$ cat src/rtl/mips_pkg.sv
// Shared MIPS front-end types and default constants for the fetch stage.
package mips_pkg;

    typedef enum logic [1:0] {
        PC_BOOT = 2'd0,
        PC_RUN  = 2'd1,
        PC_HALT = 2'd2
    } pc_state_t;

    localparam int unsigned PC_ADDR_W    = 32;
    localparam int unsigned PC_INC_STEP  = 4;
    localparam logic [31:0] PC_RESET_VEC = 32'h0000_0000;
    localparam logic [31:0] PC_EXC_VEC   = 32'h8000_0180;

endpackage

$ cat src/rtl/pc_next_sel.sv
// Combinational next-PC priority mux: exception > jump > branch > stall/halt hold > increment.
// Optional target alignment check under PC_ALIGN_CHK_EN.
module pc_next_sel
    import mips_pkg::*;
#(
    parameter int unsigned      ADDR_W   = PC_ADDR_W,
    parameter int unsigned      INC_STEP = PC_INC_STEP,
    parameter logic [ADDR_W-1:0] EXC_VEC = ADDR_W'(PC_EXC_VEC)
) (
    input  pc_state_t           state_i,
    input  logic [ADDR_W-1:0]   pc_i,
    input  logic                stall_i,
    input  logic                branch_i,
    input  logic [ADDR_W-1:0]   branch_tgt_i,
    input  logic                jump_i,
    input  logic [ADDR_W-1:0]   jump_tgt_i,
    input  logic                exc_i,
    input  logic                halt_i,
    output logic [ADDR_W-1:0]   pc_inc_c,
    output logic [ADDR_W-1:0]   pc_c,
    output logic                epc_load_c,
    output logic [ADDR_W-1:0]   epc_c,
    output logic                misalign_c
);

    logic [ADDR_W-1:0] tgt;
    logic              bad_tgt;

    assign pc_inc_c = pc_i + ADDR_W'(INC_STEP);

    always_comb begin
        tgt        = jump_i ? jump_tgt_i : branch_tgt_i;
        bad_tgt    = 1'b0;
`ifdef PC_ALIGN_CHK_EN
        bad_tgt    = (jump_i || branch_i) && (tgt[1:0] != 2'b00);
`endif
        pc_c       = pc_i;
        epc_load_c = 1'b0;
        epc_c      = pc_i;
        misalign_c = 1'b0;
        case (state_i)
            PC_RUN: begin
                if (exc_i) begin
                    pc_c       = EXC_VEC;
                    epc_load_c = 1'b1;
                end else if (bad_tgt) begin
                    // Misaligned redirect is turned into an exception on the target
                    pc_c       = EXC_VEC;
                    epc_load_c = 1'b1;
                    epc_c      = tgt;
                    misalign_c = 1'b1;
                end else if (jump_i || branch_i) begin
                    pc_c = tgt;
                end else if (!(stall_i || halt_i)) begin
                    pc_c = pc_inc_c;
                end
            end
            PC_HALT: begin
                if (exc_i) begin
                    pc_c       = EXC_VEC;
                    epc_load_c = 1'b1;
                end
            end
            default: ;
        endcase
    end

endmodule

$ cat src/rtl/pc_unit.sv
// Clocked MIPS fetch program counter with BOOT/RUN/HALT control and EPC capture.
// Optional misaligned-target trap enabled by defining PC_ALIGN_CHK_EN.
module pc_unit
    import mips_pkg::*;
#(
    parameter int unsigned       ADDR_W    = PC_ADDR_W,
    parameter int unsigned       INC_STEP  = PC_INC_STEP,
    parameter logic [ADDR_W-1:0] RESET_VEC = ADDR_W'(PC_RESET_VEC),
    parameter logic [ADDR_W-1:0] EXC_VEC   = ADDR_W'(PC_EXC_VEC)
) (
    input  logic                clk,
    input  logic                rst_n,
    input  logic                stall_i,
    input  logic                branch_i,
    input  logic [ADDR_W-1:0]   branch_tgt_i,
    input  logic                jump_i,
    input  logic [ADDR_W-1:0]   jump_tgt_i,
    input  logic                exc_i,
    input  logic                halt_i,
    input  logic                resume_i,
    output logic [ADDR_W-1:0]   pc_o,
    output logic [ADDR_W-1:0]   pc_next_o,
    output logic                pc_valid_o,
    output logic [ADDR_W-1:0]   epc_o
`ifdef PC_ALIGN_CHK_EN
    ,
    output logic                misalign_o
`endif
);

    pc_state_t         state_q, state_d;
    logic [ADDR_W-1:0] pc_q, pc_d;
    logic [ADDR_W-1:0] epc_q, epc_d;
    logic              valid_q, valid_d;
    logic [ADDR_W-1:0] pc_sel_c, epc_sel_c, pc_inc_c;
    logic              epc_load_c, misalign_c;

    pc_next_sel #(
        .ADDR_W   (ADDR_W),
        .INC_STEP (INC_STEP),
        .EXC_VEC  (EXC_VEC)
    ) u_sel (
        .state_i      (state_q),
        .pc_i         (pc_q),
        .stall_i      (stall_i),
        .branch_i     (branch_i),
        .branch_tgt_i (branch_tgt_i),
        .jump_i       (jump_i),
        .jump_tgt_i   (jump_tgt_i),
        .exc_i        (exc_i),
        .halt_i       (halt_i),
        .pc_inc_c     (pc_inc_c),
        .pc_c         (pc_sel_c),
        .epc_load_c   (epc_load_c),
        .epc_c        (epc_sel_c),
        .misalign_c   (misalign_c)
    );

    // Next-state: exceptions (real or misalign traps) keep the unit running
    always_comb begin
        state_d = state_q;
        pc_d    = pc_sel_c;
        epc_d   = epc_load_c ? epc_sel_c : epc_q;
        case (state_q)
            PC_BOOT: state_d = PC_RUN;
            PC_RUN:  if (halt_i && !exc_i && !misalign_c) state_d = PC_HALT;
            PC_HALT: if (resume_i || exc_i) state_d = PC_RUN;
            default: state_d = PC_BOOT;
        endcase
        valid_d = (state_d == PC_RUN);
    end

    always_ff @(posedge clk or negedge rst_n) begin
        if (!rst_n) begin
            state_q <= PC_BOOT;
            pc_q    <= RESET_VEC;
            epc_q   <= '0;
            valid_q <= 1'b0;
        end else begin
            state_q <= state_d;
            pc_q    <= pc_d;
            epc_q   <= epc_d;
            valid_q <= valid_d;
        end
    end

`ifdef PC_ALIGN_CHK_EN
    logic misalign_q;

    always_ff @(posedge clk or negedge rst_n) begin
        if (!rst_n) misalign_q <= 1'b0;
        else        misalign_q <= misalign_c;
    end

    assign misalign_o = misalign_q;
`endif

    assign pc_o       = pc_q;
    assign pc_next_o  = pc_inc_c;
    assign pc_valid_o = valid_q;
    assign epc_o      = epc_q;

endmodule

$ cat config.mk
export PLATFORM = sky130hd
export DESIGN_NAME = pc_unit
export DESIGN_NICKNAME = d
export VERILOG_FILES = /design/src/rtl/mips_pkg.sv /design/src/rtl/pc_next_sel.sv /design/src/rtl/pc_unit.sv
export SDC_FILE = /design/constraint.sdc
export NUM_CORES = 1
export LEC_CHECK = 0
export ABC_AREA = 1
export CORE_UTILIZATION = 40
export CTS_BUF_LIST = sky130_fd_sc_hd__clkbuf_8
export DETAILED_ROUTE_END_ITERATION = 12
export GPL_ROUTABILITY_DRIVEN = 0
export PLACE_DENSITY = 0.76
export SYNTH_ARGS = -nofsm -noshare
export SYNTH_HDL_FRONTEND = slang
export SYNTH_SLANG_ARGS = --single-unit
$ cat constraint.sdc
create_clock -name clk -period 2.1 [get_ports clk]
set_input_delay 0.315 -clock clk [delete_from_list [all_inputs] [get_ports clk]]
set_output_delay 0.315 -clock clk [all_outputs]
set_load 0.01 [all_outputs]
==> results of run 1 <==
[cell type report]
cell class,count,area [µm²]
multi-input combinational,421,2280
clock inverter,7,101
fill,780,2920
tap,133,166
timing repair buffer,252,2320
sequential,67,1680
inverter,50,190
clock buffer,9,124
[cells by family after synthesis]
logic type	after synthesis
fa+ha+maj	5
xor+xnor	13
buf+inv	71
flops	67
simple gates	330
compound gates	63
mux	10
[per-stage QoR]
step                TNS [ns]  utilization (%)  hold slack (ns)
detailed placement    -0.312             63.3            0.472
finish                -0.999             70.1           0.0795
floorplan                  0                -           0.0194
CTS                   -0.618             68.4            0.119
global route           -3.16             70.1            0.162
global placement      -0.161             63.3            0.469
[synthesized netlist by cell type (2+ instances only)]
| cell type | n |
|---|---|
| a22oi_1 | 23 |
| buf_4 | 2 |
| a21oi_1 | 3 |
| buf_2 | 3 |
| o21ai_0 | 25 |
| inv_1 | 46 |
| xor2_2 | 3 |
| buf_6 | 2 |
| nor2_1 | 39 |
| mux2_2 | 10 |
| ha_1 | 5 |
| o22ai_1 | 5 |
| nor3_1 | 2 |
| a221oi_1 | 2 |
| inv_2 | 3 |
| and2_1 | 2 |
| xor2_1 | 10 |
| clkbuf_1 | 9 |
| nand3_1 | 18 |
| nand2_1 | 252 |
| nor2_2 | 4 |
| nand2_2 | 3 |
| nor2_4 | 6 |
| nand2_4 | 2 |
| dfrtp_1 | 67 |
| buf_1 | 5 |
[state kept, by name, summed over array words and instances, names as in the netlist]
register,cells
pc_valid_o,1
pc_o,32
state_q,2
epc_o,32
[what timing repair did]
item	in CTS	in global routing
hold buffers	0	0
setup endpoints to repair	28	27
resized for setup	105	57
pin swaps	10	23
setup buffers	25	10
[cell usage in the layout (no fill, tap or decap), types with 3 or more instances in the layout]
cell type        Yosys  routed
a21oi_1              3       3
a22oi_1             23      23
buf_12               0       4
buf_2                3      14
buf_4                2      69
buf_6                2      18
clkbuf_2             0       4
clkbuf_8             0       9
clkdlybuf4s50_1      0     139
dfrtp_1             67      64
dfrtp_2              0       3
dlygate4sd2_1        0       4
ha_1                 5       4
inv_1               46      46
inv_2                3       3
mux2_2              10      10
nand2_1            252     236
nand2_2              3      14
nand2_4              2       7
nand3_1             18      17
nor2_1              39      32
nor2_2               4       6
nor2_4               6      11
o21ai_0             25      25
o22ai_1              5       5
xor2_2               3       9
[critical path, cell delays in order, from the launching register on]
cell and delay [ns]:
dfrtp_1 0.42, nand2_1 0.09, nor2_1 0.25, nand2_1 0.15, nor2_4 0.15, nand2_1 0.07
nand2_1 0.06, nand2_1 0.08, dlygate4sd2_1 0.29
[worst paths after layout]
path | from | endpoint | slack (ns)
hold reg to reg | epc_o[5] | epc_o[5] | 0.49
hold / removal | rst_n | epc_o[20] | 0.08
min in group clk | epc_o[5] | epc_o[5] | 0.49
setup reg to reg | pc_o[3] | pc_o[27] | 0.26
setup / recovery | pc_o[13] | pc_next_o[24] | -0.11
max in group asynchronous | rst_n | pc_o[25] | 1.40
[metal layers]
metal	global-route usage, %	part of all wire, %	wire length (µm)
met2	49.7	50	7590
met4	10.0	2.5	384
met5	0	0	0
met3	4.75	7.6	1140
met1	34.7	40	5970
[power by group through the flow]
stage	logic [mW]	registers [mW]	clock network, mW
3_5_place_dp	4.81	2.27	0
3_3_place_gp	4.70	2.24	0
4_1_cts	4.83	2.25	1.24
6_report	4.98	2.28	1.24
5_1_grt	5.39	2.35	1.29
2_1_floorplan	1.76	2.55	0
==> impl_metrics.json, run 1 <==
{
  "cts_tree": "yes",
  "synth_edf_count": 0,
  "powerDensity_nw_per_um2": 1240,
  "p_sw_mw": 3.54,
  "dpl.cell_count": 889,
  "clock_skew_ns": 0.0138,
  "final.min_clock_period_ns": 2.21,
  "path_max_fanout": 3,
  "crit_arrival_ns": 1.90,
  "netlist_instances": 559,
  "cts.clk_slew.worst_paths_ns": 0.08,
  "yosys.cell_types.count": 34,
  "p_int_mw": 4.96,
  "syn_area_per_cell_um2": 7.23,
  "fin_ws_ns": -0.111,
  "crit_type": "reg -> out",
  "vias_per_cell": 5.12,
  "finalCritPeriodShare_pct": 105,
  "synth_flop_cell": "dfrtp_1",
  "numClockSinks": 67,
  "vias": 4804,
  "drc_errors": 0,
  "cts_max_level": 3,
  "p_comb_share_pct": 58.6,
  "drv_slew": 0,
  "finalNonFillerCells": 939,
  "cts_root_buf": "clkbuf_8",
  "cts_buffers": 9,
  "drive_gt1_share_pct": 24.4,
  "hold_viol": 0,
  "violations": "negative setup slack",
  "core_area_um2": 9770,
  "initial_core_util_pct": 41.4,
  "die_h_um": 103,
  "grt_overflow_total": 0,
  "dp_hpwl_um": 10300,
  "pwr-share-clk_pct": 14.6,
  "clk_latency_ns": 0.35,
  "cp-start-kind": "flip-flop",
  "slew_headroom_pct": 41.3,
  "hp-class": "in -> async",
  "synth_top_area_cell": "dfrtp_1",
  "synth_fp_nets": 636,
  "track_usage_pct": 28.2,
  "synth_top_area_share_pct": 41.5,
  "synth-seq-cells": 67,
  "worst_slew_pin_slew_ns": 0.880,
  "rsz0062_at_grt": "yes",
  "synthTopCellsByArea": "dfrtp_1 (41%), nand2_1 (23%), a22oi_1 (4.3%)",
  "dp_slack_ns": -0.0774,
  "drt_iter0_drc": 301,
  "grt_pass1_vias": 4798,
  "cts.path.max_buffers": 2,
  "drt-wirelength-per-cell_um": 16.1,
  "synth_xor_area_share_pct": 3.37,
  "p_total_mw": 8.50,
  "synth_area_um2": 4040,
  "power_frac_seq_pct": 26.8,
  "peakVddDrop_uv": 735,
  "finalWirelength_um": 15100,
  "worstPathRequired_ns": 1.78,
  "synthSimpleGateAreaFrac_pct": 33.4,
  "endpoint_kind": "primary output",
  "synth_fa_ha_area_share_pct": 1.55,
  "antenna_left": 0,
  "die_area_um2": 10500,
  "grt_antenna_before_repair": 0,
  "synthMuxAreaShare_pct": 2.78,
  "fmax_ghz": 0.452,
  "nets": 878,
  "status": "finished with violations",
  "area_growth_pct": 69.6,
  "leakage_nw": 3.32,
  "seq_area_frac_synth_pct": 41.5,
  "die_x_um": 103,
  "synth_top_family_by_area": "simple AND/OR/NAND/NOR gates",
  "yosysWarnings": 0,
  "ys_async_sr_fraction_pct": 100,
  "final_area_um2": 6860,
  "worstRegToRegCells": 15,
  "grt_start_max_net_pins": 68,
  "drtPass1Iterations": 5,
  "grt_pass1_wl_um": 22700,
  "placed_area_um2": 6190,
  "diodes": 0,
  "port_buffers": 168,
  "finalSetupViolCount": 19,
  "synth-compound-area-share_pct": 10.1,
  "num_rows": 36,
  "sw_frac_of_total_pct": 41.7,
  "maxCapViolCount": 0,
  "ioPinCount": 169
}
Note: power is estimated with default switching activity, not from simulation.
==> run 2: changes to the inputs <==
Settings changed: CAP_MARGIN set to 5.
==> results of run 2 <==
The final DEF is identical to that of run 1; final timing and power are the same.
==> run 3: changes to the inputs <==
Settings changed: RECOVER_POWER set to 100.
==> run 3 against run 2 <==
  * The run ends with max-capacitance violations, max-slew violations, negative setup slack left
  * First-iteration DRC count up 10%
  * Clock-buffer cell count unchanged
  * Combinational power down 4%
  * Clock skew down 0.00084 ns
  * Global-route usage unchanged
  * Sequential share of layout area up 0.12 points
  * Non-clock buffer count unchanged
  * Sequential power about the same
  * Die area unchanged
  * Worst hold slack better by 0.33 ns
  * Via count up 0.23%
  * Critical endpoint unchanged
  * Largest cell class unchanged
==> impl_metrics.json, run 3 (same netlist as run 1, synthesis figures left out) <==
{
  "peakVddDrop_uv": 665,
  "status": "finished with violations",
  "use_met1_pct": 34.7,
  "grt_busiest_layer": "met2",
  "diodes": 0,
  "drv_slew": 68,
  "grt_start_max_net_pins": 68,
  "cts_hold_buf": 0,
  "final_common_cell": "nand2_1",
  "clock_skew_ns": 0.0130,
  "path_max_fanout": 3,
  "vias_per_cell": 5.13,
  "cts_root_buf": "clkbuf_8",
  "placed_area_um2": 6190,
  "cp-start-kind": "flip-flop",
  "grt_use_met3_pct": 4.75,
  "vias": 4815,
  "finalSetupViolCount": 19,
  "track_usage_pct": 28.2,
  "die_area_um2": 10500,
  "worstPathRequired_ns": 1.78,
  "drt-wirelength-per-cell_um": 16.0,
  "drt_iter0_drc": 332,
  "die_h_um": 103,
  "cts_buffers": 9,
  "grtUsageMet2_pct": 49.7,
  "hp-class": "in -> async",
  "area_growth_pct": 68.6,
  "nFillCells": 784,
  "drtPass1Iterations": 5,
  "grt_antenna_before_repair": 0,
  "initial_core_util_pct": 41.4,
  "powerDensity_nw_per_um2": 1220,
  "leakage_nw": 3.39,
  "drive_gt1_share_pct": 23.8,
  "ioPinCount": 169,
  "numClockSinks": 67,
  "finalNonFillerCells": 939,
  "port_buffers": 168,
  "dpl.cell_count": 889,
  "violations": "max-capacitance violations, max-slew violations, negative setup slack",
  "rsz0062_at_grt": "yes",
  "multi_input_area_um2": 2260,
  "cts_tree": "yes",
  "grt_pass1_vias": 4798,
  "nets": 878,
  "core_area_um2": 9770,
  "dp_hpwl_um": 10300,
  "clk_latency_ns": 0.35,
  "cts.path.max_buffers": 2,
  "grt_overflow_total": 0,
  "cts_max_level": 3,
  "die_x_um": 103,
  "final_area_um2": 6820,
  "hold_viol": 0,
  "final.min_clock_period_ns": 2.22,
  "crit_arrival_ns": 1.90,
  "timing.hold.ws_ns": 0.412,
  "p_total_mw": 8.30,
  "fin_ws_ns": -0.115,
  "grt_pass1_wl_um": 22700,
  "final_cell_mix": "nand2_1 (239), clkdlybuf4s50_1 (101), buf_4 (67), dfrtp_1 (65), inv_1 (47)",
  "crit_type": "reg -> out",
  "drc_errors": 0,
  "worst_slew_pin_slew_ns": 1.73,
  "regArea_um2": 1680,
  "num_rows": 36,
  "antenna_left": 0,
  "slew_headroom_pct": -15.1,
  "finalWirelength_um": 15000,
  "cts.clk_slew.worst_paths_ns": 0.08,
  "endpoint_kind": "primary output",
  "fmax_ghz": 0.451,
  "finalCritPeriodShare_pct": 105,
  "maxCapViolCount": 1,
  "final_util_pct": 69.8
}
==> run 3: cell type report <==
| class | count | area share [%] |
|---|---|---|
| clock buffer | 9 | 1.82 |
| sequential | 67 | 24.6 |
| inverter | 50 | 2.79 |
| tap | 133 | 2.44 |
| timing repair buffer | 252 | 33.7 |
| clock inverter | 7 | 1.49 |
| multi-input combinational | 421 | 33.1 |
==> run 3: final timing paths <==
kind	startpoint	end	slack [ns]	cells after the start
hold reg to reg	epc_o[5]	epc_o[5]	0.48	2
min in group clk	epc_o[5]	epc_o[5]	0.48	2
hold / removal	rst_n	epc_o[20]	0.41	1
setup / recovery	pc_o[13]	pc_next_o[24]	-0.12	8
max in group asynchronous	rst_n	pc_o[25]	0.54	1
setup reg to reg	state_q[1]	pc_o[16]	0.04	14
==> run 3: critical path, stage by stage (launching register included) <==
cell           delay, ns
dfrtp_1             0.42
nand2_1             0.09
nor2_1              0.24
nand2_1             0.15
nor2_4              0.15
nand2_1             0.07
nand2_1             0.06
nand2_1             0.08
dlygate4sd2_1       0.29
==> run 3: per-stage QoR <==
step | setup TNS (ns) | worst slack [ns]
after floorplan | 0 | 0.454
after global placement | -0.161 | -0.0610
after detailed placement | -0.312 | -0.0774
after CTS | -0.618 | -0.144
after global routing | -5.85 | -0.219
final | -1.10 | -0.115
==> run 3: timing repair <==
item / 4_1_cts / 5_1_grt
endpoints found under the hold margin: 0 / 0
resized for setup: 105 / 57
pin swaps: 10 / 23
endpoints found under the setup margin: 28 / 27
setup buffers: 25 / 10
==> run 3: where the power goes <==
group	internal (mW)	switching [mW]
Clock	0.677	0.568
Sequential	1.83	0.427
Combinational	2.29	2.51
==> run 3: metal layers <==
layer | up-vias | part of all wire [%]
met5 | - | 0
met1 | 2304 | 40
li1 | 2235 | -
met4 | 0 | 2.9
met3 | 39 | 7.5
met2 | 237 | 50
